===== config.mk =====
export PLATFORM = sky130hd
export DESIGN_NAME = mips_main_fsm_flat
export DESIGN_NICKNAME = d
export VERILOG_FILES = /design/src/rtl/mips_ctrl_pkg.sv /design/src/rtl/mips_main_fsm_if.sv /design/src/rtl/mips_ctrl_outdec.sv /design/src/rtl/mips_main_fsm.sv /design/src/flat_wrapper.sv
export SDC_FILE = /design/constraint.sdc
export NUM_CORES = 1
export LEC_CHECK = 0
export ABC_AREA = 1
export BUFFER_PORTS_ARGS = -buffer_cell sky130_fd_sc_hd__buf_2
export CELL_PAD_IN_SITES_DETAIL_PLACEMENT = 0
export CELL_PAD_IN_SITES_GLOBAL_PLACEMENT = 1
export CORE_AREA = 4 4 54 56
export CTS_CLUSTER_DIAMETER = 200
export DETAILED_ROUTE_END_ITERATION = 7
export DIE_AREA = 0 0 58 60
export GPL_ROUTABILITY_DRIVEN = 0
export PLACE_DENSITY_LB_ADDON = 0.1
export RECOVER_POWER = 25
export SYNTH_ARGS = -nofsm -noshare
export SYNTH_HDL_FRONTEND = slang
export SYNTH_SLANG_ARGS = --single-unit

===== constraint.sdc =====
create_clock -name i_clk -period 1.2 [get_ports i_clk]
set_input_delay 0.12 -clock i_clk [delete_from_list [all_inputs] [get_ports i_clk]]
set_output_delay 0.12 -clock i_clk [all_outputs]
set_load 0.01 [all_outputs]

===== src/rtl/mips_ctrl_pkg.sv =====
// -----------------------------------------------------------------------------
// mips_ctrl_pkg
// Shared encodings for the multicycle MIPS control path: FSM state codes,
// instruction opcodes, ALU-op codes (also consumed by the ALU control
// decoder), ALU operand-B and PC-source select encodings, and the packed
// control word produced by the output decoder.
// -----------------------------------------------------------------------------
package mips_ctrl_pkg;

    // FSM state encoding; o_state exposes these codes directly.
    localparam logic [3:0] S_FETCH  = 4'd0;
    localparam logic [3:0] S_DECODE = 4'd1;
    localparam logic [3:0] S_MEMADR = 4'd2;
    localparam logic [3:0] S_MEMRD  = 4'd3;
    localparam logic [3:0] S_MEMWB  = 4'd4;
    localparam logic [3:0] S_MEMWR  = 4'd5;
    localparam logic [3:0] S_RTEX   = 4'd6;
    localparam logic [3:0] S_RTWB   = 4'd7;
    localparam logic [3:0] S_BRANCH = 4'd8;
    localparam logic [3:0] S_JUMP   = 4'd9;
    localparam logic [3:0] S_IMMEX  = 4'd10;
    localparam logic [3:0] S_IMMWB  = 4'd11;
    localparam logic [3:0] S_TRAP   = 4'd12;

    // Supported opcodes (IR[31:26]).
    localparam logic [5:0] OP_RTYPE = 6'b000000;
    localparam logic [5:0] OP_LW    = 6'b100011;
    localparam logic [5:0] OP_SW    = 6'b101011;
    localparam logic [5:0] OP_BEQ   = 6'b000100;
    localparam logic [5:0] OP_J     = 6'b000010;
    localparam logic [5:0] OP_ADDIU = 6'b001001;
    localparam logic [5:0] OP_ANDI  = 6'b001100;
    localparam logic [5:0] OP_ORI   = 6'b001101;
    localparam logic [5:0] OP_XORI  = 6'b001110;

    // ALU-op codes; the ALU control decoder must use the same values.
    localparam logic [2:0] ALU_OP_NONE = 3'b000;  // add
    localparam logic [2:0] ALU_OP_JUMP = 3'b001;  // subtract (beq compare)
    localparam logic [2:0] ALU_OP_RTYP = 3'b010;  // decode funct field
    localparam logic [2:0] ALU_OP_MEMR = 3'b011;  // add (address calc)
    localparam logic [2:0] ALU_OP_ANDI = 3'b100;
    localparam logic [2:0] ALU_OP_ORRI = 3'b101;
    localparam logic [2:0] ALU_OP_XORI = 3'b110;

    // ALU operand-B select.
    localparam logic [1:0] SRC_B_REG    = 2'b00;  // register B
    localparam logic [1:0] SRC_B_FOUR   = 2'b01;  // constant 4
    localparam logic [1:0] SRC_B_IMM    = 2'b10;  // extended immediate
    localparam logic [1:0] SRC_B_BRANCH = 2'b11;  // sext immediate << 2

    // PC source select.
    localparam logic [1:0] PC_SRC_ALU    = 2'b00;
    localparam logic [1:0] PC_SRC_ALUOUT = 2'b01;
    localparam logic [1:0] PC_SRC_JUMP   = 2'b10;

    typedef struct packed {
        logic       pc_write;
        logic       pc_write_cond;
        logic       iord;
        logic       mem_read;
        logic       mem_write;
        logic       ir_write;
        logic       mem_to_reg;
        logic       reg_dst;
        logic       reg_write;
        logic       alu_src_a;
        logic [1:0] alu_src_b;
        logic       ext_zero;
        logic [1:0] pc_src;
        logic [2:0] alu_op;
    } ctrl_word_t;

endpackage


===== src/rtl/mips_main_fsm_if.sv =====
// -----------------------------------------------------------------------------
// mips_main_fsm_if
// Bundle between the main control FSM and the datapath.
//   i_opcode     : IR[31:26], valid from DECODE onward
//   i_mem_ready  : memory access completes this cycle
//   o_*          : control strobes, mux selects, ALU-op, illegal flag, state
// Modports: master = control FSM side, slave = datapath side.
// -----------------------------------------------------------------------------
interface mips_main_fsm_if;
    logic [5:0] i_opcode;
    logic       i_mem_ready;
    logic       o_pc_write;
    logic       o_pc_write_cond;
    logic       o_iord;
    logic       o_mem_read;
    logic       o_mem_write;
    logic       o_ir_write;
    logic       o_mem_to_reg;
    logic       o_reg_dst;
    logic       o_reg_write;
    logic       o_alu_src_a;
    logic [1:0] o_alu_src_b;
    logic       o_ext_zero;
    logic [1:0] o_pc_src;
    logic [2:0] o_alu_op;
    logic       o_illegal;
    logic [3:0] o_state;

    modport master (
        input  i_opcode, i_mem_ready,
        output o_pc_write, o_pc_write_cond, o_iord, o_mem_read, o_mem_write,
               o_ir_write, o_mem_to_reg, o_reg_dst, o_reg_write, o_alu_src_a,
               o_alu_src_b, o_ext_zero, o_pc_src, o_alu_op, o_illegal, o_state
    );

    modport slave (
        output i_opcode, i_mem_ready,
        input  o_pc_write, o_pc_write_cond, o_iord, o_mem_read, o_mem_write,
               o_ir_write, o_mem_to_reg, o_reg_dst, o_reg_write, o_alu_src_a,
               o_alu_src_b, o_ext_zero, o_pc_src, o_alu_op, o_illegal, o_state
    );
endinterface


===== src/rtl/mips_ctrl_outdec.sv =====
// -----------------------------------------------------------------------------
// mips_ctrl_outdec
// Combinational state/opcode -> control-word decoder.
//   state  : registered FSM state
//   opcode : IR[31:26], selects the ALU-op and extension mode in IMMEX
//   rdy    : memory ready (already qualified by the wait-enable parameter)
//   rst_n  : while low, strobes are forced off and selects show FETCH values
//   ctrl   : decoded control word
// -----------------------------------------------------------------------------
module mips_ctrl_outdec
    import mips_ctrl_pkg::*;
(
    input  logic [3:0] state,
    input  logic [5:0] opcode,
    input  logic       rdy,
    input  logic       rst_n,
    output ctrl_word_t ctrl
);

    logic [3:0] dec_state;

    // While reset is held the register may still hold a stale state; decode
    // as FETCH so the selects are deterministic.
    assign dec_state = rst_n ? state : S_FETCH;

    always_comb begin
        // NOTE: every field gets a default first so no path infers a latch.
        ctrl = '0;
        case (dec_state)
            S_FETCH: begin
                ctrl.mem_read  = 1'b1;
                ctrl.alu_src_b = SRC_B_FOUR;
                ctrl.ir_write  = rdy;
                ctrl.pc_write  = rdy;
            end
            S_DECODE: begin
                // Branch target computed speculatively into ALUOut.
                ctrl.alu_src_b = SRC_B_BRANCH;
                ctrl.alu_op    = ALU_OP_NONE;
            end
            S_MEMADR: begin
                ctrl.alu_src_a = 1'b1;
                ctrl.alu_src_b = SRC_B_IMM;
                ctrl.alu_op    = ALU_OP_MEMR;
            end
            S_MEMRD: begin
                ctrl.iord     = 1'b1;
                ctrl.mem_read = 1'b1;
            end
            S_MEMWB: begin
                ctrl.reg_write  = 1'b1;
                ctrl.mem_to_reg = 1'b1;
            end
            S_MEMWR: begin
                // Held for the whole stall, not only the completing cycle.
                ctrl.iord      = 1'b1;
                ctrl.mem_write = 1'b1;
            end
            S_RTEX: begin
                ctrl.alu_src_a = 1'b1;
                ctrl.alu_src_b = SRC_B_REG;
                ctrl.alu_op    = ALU_OP_RTYP;
            end
            S_RTWB: begin
                ctrl.reg_write = 1'b1;
                ctrl.reg_dst   = 1'b1;
            end
            S_BRANCH: begin
                ctrl.alu_src_a     = 1'b1;
                ctrl.alu_src_b     = SRC_B_REG;
                ctrl.alu_op        = ALU_OP_JUMP;
                ctrl.pc_write_cond = 1'b1;
                ctrl.pc_src        = PC_SRC_ALUOUT;
            end
            S_JUMP: begin
                ctrl.pc_write = 1'b1;
                ctrl.pc_src   = PC_SRC_JUMP;
            end
            S_IMMEX: begin
                ctrl.alu_src_a = 1'b1;
                ctrl.alu_src_b = SRC_B_IMM;
                case (opcode)
                    OP_ANDI: begin
                        ctrl.alu_op   = ALU_OP_ANDI;
                        ctrl.ext_zero = 1'b1;
                    end
                    OP_ORI: begin
                        ctrl.alu_op   = ALU_OP_ORRI;
                        ctrl.ext_zero = 1'b1;
                    end
                    OP_XORI: begin
                        ctrl.alu_op   = ALU_OP_XORI;
                        ctrl.ext_zero = 1'b1;
                    end
                    default: begin
                        // ADDIU: signed add.
                        ctrl.alu_op   = ALU_OP_NONE;
                        ctrl.ext_zero = 1'b0;
                    end
                endcase
            end
            S_IMMWB: begin
                ctrl.reg_write = 1'b1;
            end
            default: begin
                // TRAP and unused codes: everything stays off.
            end
        endcase

        if (!rst_n) begin
            ctrl.pc_write      = 1'b0;
            ctrl.pc_write_cond = 1'b0;
            ctrl.mem_read      = 1'b0;
            ctrl.mem_write     = 1'b0;
            ctrl.ir_write      = 1'b0;
            ctrl.reg_write     = 1'b0;
        end
    end

endmodule


===== src/rtl/mips_main_fsm.sv =====
// -----------------------------------------------------------------------------
// mips_main_fsm
// Multicycle MIPS main control unit (Moore FSM): fetch, decode, execute,
// memory and writeback sequencing, memory-ready stalls, illegal-opcode trap.
//   i_clk    : clock, rising edge
//   i_rst_n  : synchronous active-low reset
//   bus      : mips_main_fsm_if.master (opcode/mem_ready in, controls out)
// Parameters:
//   MEM_WAIT_EN : 1 = FETCH/MEMRD/MEMWR wait for i_mem_ready, 0 = ignore it
//   TRAP_HALT   : 1 = stay in TRAP until reset, 0 = one TRAP cycle then FETCH
// -----------------------------------------------------------------------------
module mips_main_fsm
    import mips_ctrl_pkg::*;
#(
    parameter bit MEM_WAIT_EN = 1'b1,
    parameter bit TRAP_HALT   = 1'b1
) (
    input  logic          i_clk,
    input  logic          i_rst_n,
    mips_main_fsm_if.master bus
);

    logic [3:0] state;
    logic [3:0] state_next;
    logic       illegal;
    logic       rdy;
    ctrl_word_t ctrl;

    assign rdy = bus.i_mem_ready || !MEM_WAIT_EN;

    always_comb begin
        state_next = S_FETCH;
        case (state)
            S_FETCH:  state_next = rdy ? S_DECODE : S_FETCH;
            S_DECODE: begin
                case (bus.i_opcode)
                    OP_RTYPE:                           state_next = S_RTEX;
                    OP_LW, OP_SW:                       state_next = S_MEMADR;
                    OP_BEQ:                             state_next = S_BRANCH;
                    OP_J:                               state_next = S_JUMP;
                    OP_ADDIU, OP_ANDI, OP_ORI, OP_XORI: state_next = S_IMMEX;
                    default:                            state_next = S_TRAP;
                endcase
            end
            S_MEMADR: begin
                // Opcode cannot change here since IR only loads in FETCH.
                if (bus.i_opcode == OP_LW)      state_next = S_MEMRD;
                else if (bus.i_opcode == OP_SW) state_next = S_MEMWR;
                else                            state_next = S_FETCH;
            end
            S_MEMRD:  state_next = rdy ? S_MEMWB : S_MEMRD;
            S_MEMWB:  state_next = S_FETCH;
            S_MEMWR:  state_next = rdy ? S_FETCH : S_MEMWR;
            S_RTEX:   state_next = S_RTWB;
            S_RTWB:   state_next = S_FETCH;
            S_BRANCH: state_next = S_FETCH;
            S_JUMP:   state_next = S_FETCH;
            S_IMMEX:  state_next = S_IMMWB;
            S_IMMWB:  state_next = S_FETCH;
            S_TRAP:   state_next = TRAP_HALT ? S_TRAP : S_FETCH;
            default:  state_next = S_FETCH;
        endcase
    end

    // NOTE: reset is sampled on the clock edge (synchronous), and state
    // registers use non-blocking assignments so all update together.
    always_ff @(posedge i_clk) begin
        if (!i_rst_n) begin
            state   <= S_FETCH;
            illegal <= 1'b0;
        end else begin
            state   <= state_next;
            // Tracks TRAP residency: set on entry, held while halted.
            illegal <= (state_next == S_TRAP);
        end
    end

    mips_ctrl_outdec u_outdec (
        .state  (state),
        .opcode (bus.i_opcode),
        .rdy    (rdy),
        .rst_n  (i_rst_n),
        .ctrl   (ctrl)
    );

    assign bus.o_pc_write      = ctrl.pc_write;
    assign bus.o_pc_write_cond = ctrl.pc_write_cond;
    assign bus.o_iord          = ctrl.iord;
    assign bus.o_mem_read      = ctrl.mem_read;
    assign bus.o_mem_write     = ctrl.mem_write;
    assign bus.o_ir_write      = ctrl.ir_write;
    assign bus.o_mem_to_reg    = ctrl.mem_to_reg;
    assign bus.o_reg_dst       = ctrl.reg_dst;
    assign bus.o_reg_write     = ctrl.reg_write;
    assign bus.o_alu_src_a     = ctrl.alu_src_a;
    assign bus.o_alu_src_b     = ctrl.alu_src_b;
    assign bus.o_ext_zero      = ctrl.ext_zero;
    assign bus.o_pc_src        = ctrl.pc_src;
    assign bus.o_alu_op        = ctrl.alu_op;
    assign bus.o_illegal       = illegal;
    assign bus.o_state         = state;

endmodule

===== src/flat_wrapper.sv =====
// flat-port wrapper written by rule: the top's interface ports become plain ports
module mips_main_fsm_flat import mips_ctrl_pkg::*;
#(
    parameter bit MEM_WAIT_EN = 1'b1,
    parameter bit TRAP_HALT   = 1'b1
)
  (i_clk, i_rst_n, bus_i_opcode, bus_i_mem_ready, bus_o_pc_write, bus_o_pc_write_cond, bus_o_iord, bus_o_mem_read, bus_o_mem_write, bus_o_ir_write, bus_o_mem_to_reg, bus_o_reg_dst, bus_o_reg_write, bus_o_alu_src_a, bus_o_alu_src_b, bus_o_ext_zero, bus_o_pc_src, bus_o_alu_op, bus_o_illegal, bus_o_state);
  mips_main_fsm_if bus_i ();
  input  logic i_clk;
  input  logic i_rst_n;
  input wire logic [$bits(bus_i.i_opcode)-1:0] bus_i_opcode;
  input wire logic [$bits(bus_i.i_mem_ready)-1:0] bus_i_mem_ready;
  output wire logic [$bits(bus_i.o_pc_write)-1:0] bus_o_pc_write;
  output wire logic [$bits(bus_i.o_pc_write_cond)-1:0] bus_o_pc_write_cond;
  output wire logic [$bits(bus_i.o_iord)-1:0] bus_o_iord;
  output wire logic [$bits(bus_i.o_mem_read)-1:0] bus_o_mem_read;
  output wire logic [$bits(bus_i.o_mem_write)-1:0] bus_o_mem_write;
  output wire logic [$bits(bus_i.o_ir_write)-1:0] bus_o_ir_write;
  output wire logic [$bits(bus_i.o_mem_to_reg)-1:0] bus_o_mem_to_reg;
  output wire logic [$bits(bus_i.o_reg_dst)-1:0] bus_o_reg_dst;
  output wire logic [$bits(bus_i.o_reg_write)-1:0] bus_o_reg_write;
  output wire logic [$bits(bus_i.o_alu_src_a)-1:0] bus_o_alu_src_a;
  output wire logic [$bits(bus_i.o_alu_src_b)-1:0] bus_o_alu_src_b;
  output wire logic [$bits(bus_i.o_ext_zero)-1:0] bus_o_ext_zero;
  output wire logic [$bits(bus_i.o_pc_src)-1:0] bus_o_pc_src;
  output wire logic [$bits(bus_i.o_alu_op)-1:0] bus_o_alu_op;
  output wire logic [$bits(bus_i.o_illegal)-1:0] bus_o_illegal;
  output wire logic [$bits(bus_i.o_state)-1:0] bus_o_state;
  assign bus_i.i_opcode = bus_i_opcode;
  assign bus_i.i_mem_ready = bus_i_mem_ready;
  assign bus_o_pc_write = bus_i.o_pc_write;
  assign bus_o_pc_write_cond = bus_i.o_pc_write_cond;
  assign bus_o_iord = bus_i.o_iord;
  assign bus_o_mem_read = bus_i.o_mem_read;
  assign bus_o_mem_write = bus_i.o_mem_write;
  assign bus_o_ir_write = bus_i.o_ir_write;
  assign bus_o_mem_to_reg = bus_i.o_mem_to_reg;
  assign bus_o_reg_dst = bus_i.o_reg_dst;
  assign bus_o_reg_write = bus_i.o_reg_write;
  assign bus_o_alu_src_a = bus_i.o_alu_src_a;
  assign bus_o_alu_src_b = bus_i.o_alu_src_b;
  assign bus_o_ext_zero = bus_i.o_ext_zero;
  assign bus_o_pc_src = bus_i.o_pc_src;
  assign bus_o_alu_op = bus_i.o_alu_op;
  assign bus_o_illegal = bus_i.o_illegal;
  assign bus_o_state = bus_i.o_state;
  mips_main_fsm #(.MEM_WAIT_EN(MEM_WAIT_EN), .TRAP_HALT(TRAP_HALT)) u_core (.i_clk(i_clk), .i_rst_n(i_rst_n), .bus(bus_i));
endmodule

==> metrics.md <==
| Metric | Value |
|---|---|
| Status | finished, violations left |
| Failing checks | setup timing |
| RSZ-0062 raised after global routing | yes |
| Hold Path Origin | i_rst_n |
| Vias | around 930 |
| Worst slack, placed | -0.1400 ns |
| Post-Synthesis Cells | 113 |
| Routed wire length | around 2.3 mm |
| Worst rel slew slack | 0.8138 |
| Layout cells sized above 1 | 0.5922 |
| Synth Cell Area | about 650 um2 |
| Top cell by count, worst path | nor2_4 |
| # rows | 18 |
| Chip Width | roughly 58 um |
| Post-route DRC | 0 |
| VDD IR max | about 0.55 mV |
| Antenna viol nets, final | 0 |
| Netlist cell types | 25 |
| Mean Syn Cell Area | approximately 5.7 um2 |
| Maximum clock insertion buffer count | 2 |
| Buf+Inv Stages, Crit Path | 4 |
| Die ar. | 0.003480 mm2 |
| Crit path max-delay family | flip-flops |
| Fin. Hold Viols | 0 |
| Fin crit period | about 1.5 ns |
| Worst hold slack | around 0.21 ns |
| Reg-to-reg startpoint | u_core.bus.o_state[3] |
| CTS sink count | 5 |
| CP Max Fanout | 6 |
| First-pass GRT wire length | 3.601 mm |
| Die Y | roughly 60 um |
| Largest net degree at the start of global routing | 9 |
| Critical path's largest stage delay | roughly 0.36 ns |
| Post-Syn Nets | 122 |
| Sequential fraction of the synthesis area | 0.1547 |
| CP Cell Sequence | inv_2, nor2_4, inv_4, nor2_4, inv_2, nor2_4, a21oi_2, o41ai_2, buf_2 |
| Worst-path clk slew | ~0.040 ns |
| HPWL after DPL | 1.790 mm |
| Vias in the first global route | around 830 |
| Hold path endpoint | u_core.bus.o_state[3] |
| WP data arrival | about 1.4 ns |
| Pre-antenna DRT Iters | 4 |
| Antenna violations before repair | 0 |
| Fmax | 0.6772 GHz |
| Worst slew pin tran | 0.2786 ns |
| Worst path required time | about 1.1 ns |
| Lkg Pwr | 0.0006804 uW |
| GR Util All Layers | 0.1321 |
| Seq cells post-synth | 5 |
| Starting Density | 0.2659 |
| Vias/cell | ~4.4 |
| CP max-delay cell | dfxtp_4 |
| Worst Clk Skew | approximately 0.0055 ns |
| FF-to-FF setup slack | -0.09 ns |
| Count of pins over their slew limit | 0 |
| # diodes | 0 |
| Ports | 32 |
| # port buffers | 31 |
| Core footprint | 0.002432 mm2 |
| Crit. End Element | primary output |
| Total grt overflow | 0 |
| Final setup violation count | 23 |
| Final nets | around 190 |
| Period utilization | 1.230 |
| Power per cell area | 589.4 mW/mm2 |
| TritonCTS Buffers | 3 |
| Root buf cell | clkbuf_4 |
| CP startpoint kind | flop |
| Worst hold path type | primary input to flop |
| H-tree level count | 1 |
| CTS tree | done |
| Crit Path Category | flop to primary output |
| Area Growth Syn to Fin | 95.74% |
| R2R depth | 10 |
| Clock latency on the worst-skew pair | approximately 0.24 ns |
| Hold depth | 3 |
| DR iter-0 viols | 22 |
| Ys Warns | 0 |
| Reg-to-reg endpoint | u_core.bus.o_illegal |
| Max-cap check violation count | 0 |
| WL/cell | around 11 um |
| Final worst setup slack | -0.2766 ns |
-- registers in the layout, summed over array words and instances, names as in the netlist --
| signal | count |
|---|---|
| u_core.bus.o_illegal | 1 |
| u_core.bus.o_state | 4 |
-- synthesized netlist by cell type (all sizes together) --
library cell	count	area [um2]
o211ai	1	12.51
inv	20	75.08
nand4	3	18.77
nor2	31	141.4
a21oi	3	15.01
o21ai	5	28.77
dfxtp	5	100.1
nand3	11	60.06
buf	1	7.510
nand3b	1	20.02
nand2	22	95.09
o21a	1	7.510
o22ai	2	12.51
nor4	2	12.51
o41ai	2	25.03
nor3	3	15.01
-- repair_timing --
item                                    4_1_cts  5_1_grt
endpoints found under the setup margin       19       23
pin swaps                                     6        5
setup buffers                                 8        6
resized for setup                            18       22
hold buffers                                  0        0
-- kinds of logic (layout without fill, tap and decap cells) --
kind of cell	count (synthesis)	in the layout	share of synthesized area
buffers and inverters	21	87	0.1277
AND/OR/NAND/NOR	73	73	0.5609
AO/OA/AOI/OAI	14	14	0.1567
flip-flops	5	5	0.1547
-- power by group --
part | internal (uW) | total (uW) | switching (uW)
combinational | 170 | 367 | 197
clock | 126 | 192 | 66.9
sequential | 172 | 187 | 15.2
-- layout make-up --
| class | count | area [um2] |
|---|---|---|
| flip-flops and latches | 5 | 115.1 |
| clock buffers | 4 | 26.28 |
| repair buffers | 63 | 411.6 |
| inverters | 20 | 85.08 |
| fillers | 266 | 1166 |
| multi-input cells | 87 | 590.6 |
| well taps | 30 | 37.54 |
-- worst reg2reg max path: cells and delay by family, from the launching register on --
kind | cells | cell delay [ns]
AND/OR/NAND/NOR | 6 | 0.44
buffers and inverters | 3 | 0.36
flip-flops | 1 | 0.35
AO/OA/AOI/OAI | 1 | 0.08
-- cells in the final DEF, fill, tap and decap left out, types with 2 or more instances in the layout --
| cell | instances |
|---|---|
| nand3_2 | 2 |
| nor2_1 | 19 |
| nor2_2 | 4 |
| buf_2 | 29 |
| nand2_4 | 2 |
| clkbuf_1 | 2 |
| clkbuf_4 | 3 |
| inv_2 | 6 |
| nand2_2 | 2 |
| o41ai_2 | 2 |
| nand2_1 | 17 |
| nand3_1 | 9 |
| o21ai_1 | 3 |
| nor2_4 | 8 |
| buf_6 | 4 |
| buf_4 | 29 |
| inv_4 | 2 |
| inv_1 | 11 |
| a21oi_1 | 2 |
| nor3_1 | 2 |
| dfxtp_4 | 4 |
| o22ai_1 | 2 |
| nand4_1 | 3 |
-- through the flow --
| step | instance area, um2 | util | power (uW) | instances | setup TNS, ns |
|---|---|---|---|---|---|
| floorplan | 658.1 | - | 330.8 | 113 | -0.06350 |
| global placement | 985.9 | 0.4054 | 460.4 | 192 | -0.1842 |
| detailed placement | 985.9 | 0.4054 | 459.6 | 192 | -0.4026 |
| CTS | 1126 | 0.4630 | 700.1 | 203 | -4.366 |
| global route | 1266 | 0.5206 | 810.3 | 209 | -6.422 |
| finish | 1266 | 0.5206 | 746.3 | 209 | -4.239 |
-- worst max-delay path by stage --
stage / from / to / slack (ns) / depth (start not counted)
after floorplan: u_core.bus.o_state[0] / bus_o_alu_op[2] / -0.03 / 5
after global placement: u_core.bus.o_state[3] / bus_o_alu_op[0] / -0.07 / 9
after detailed placement: u_core.bus.o_state[3] / bus_o_alu_op[0] / -0.14 / 9
after CTS: u_core.bus.o_state[3] / bus_o_alu_op[0] / -0.32 / 9
after global routing: u_core.bus.o_state[3] / bus_o_alu_op[0] / -0.37 / 9
final: u_core.bus.o_state[3] / bus_o_alu_op[0] / -0.28 / 9
-- routing by layer --
metal  track usage  vias up  part of all wire
met5             0        -                 0
met1        0.1686      408              0.46
met2        0.2355       19              0.50
li1              -      502                 -
met3       0.02376        0             0.038
met4       0.01987        0                 0
Power figures use the tool's default switching activity.
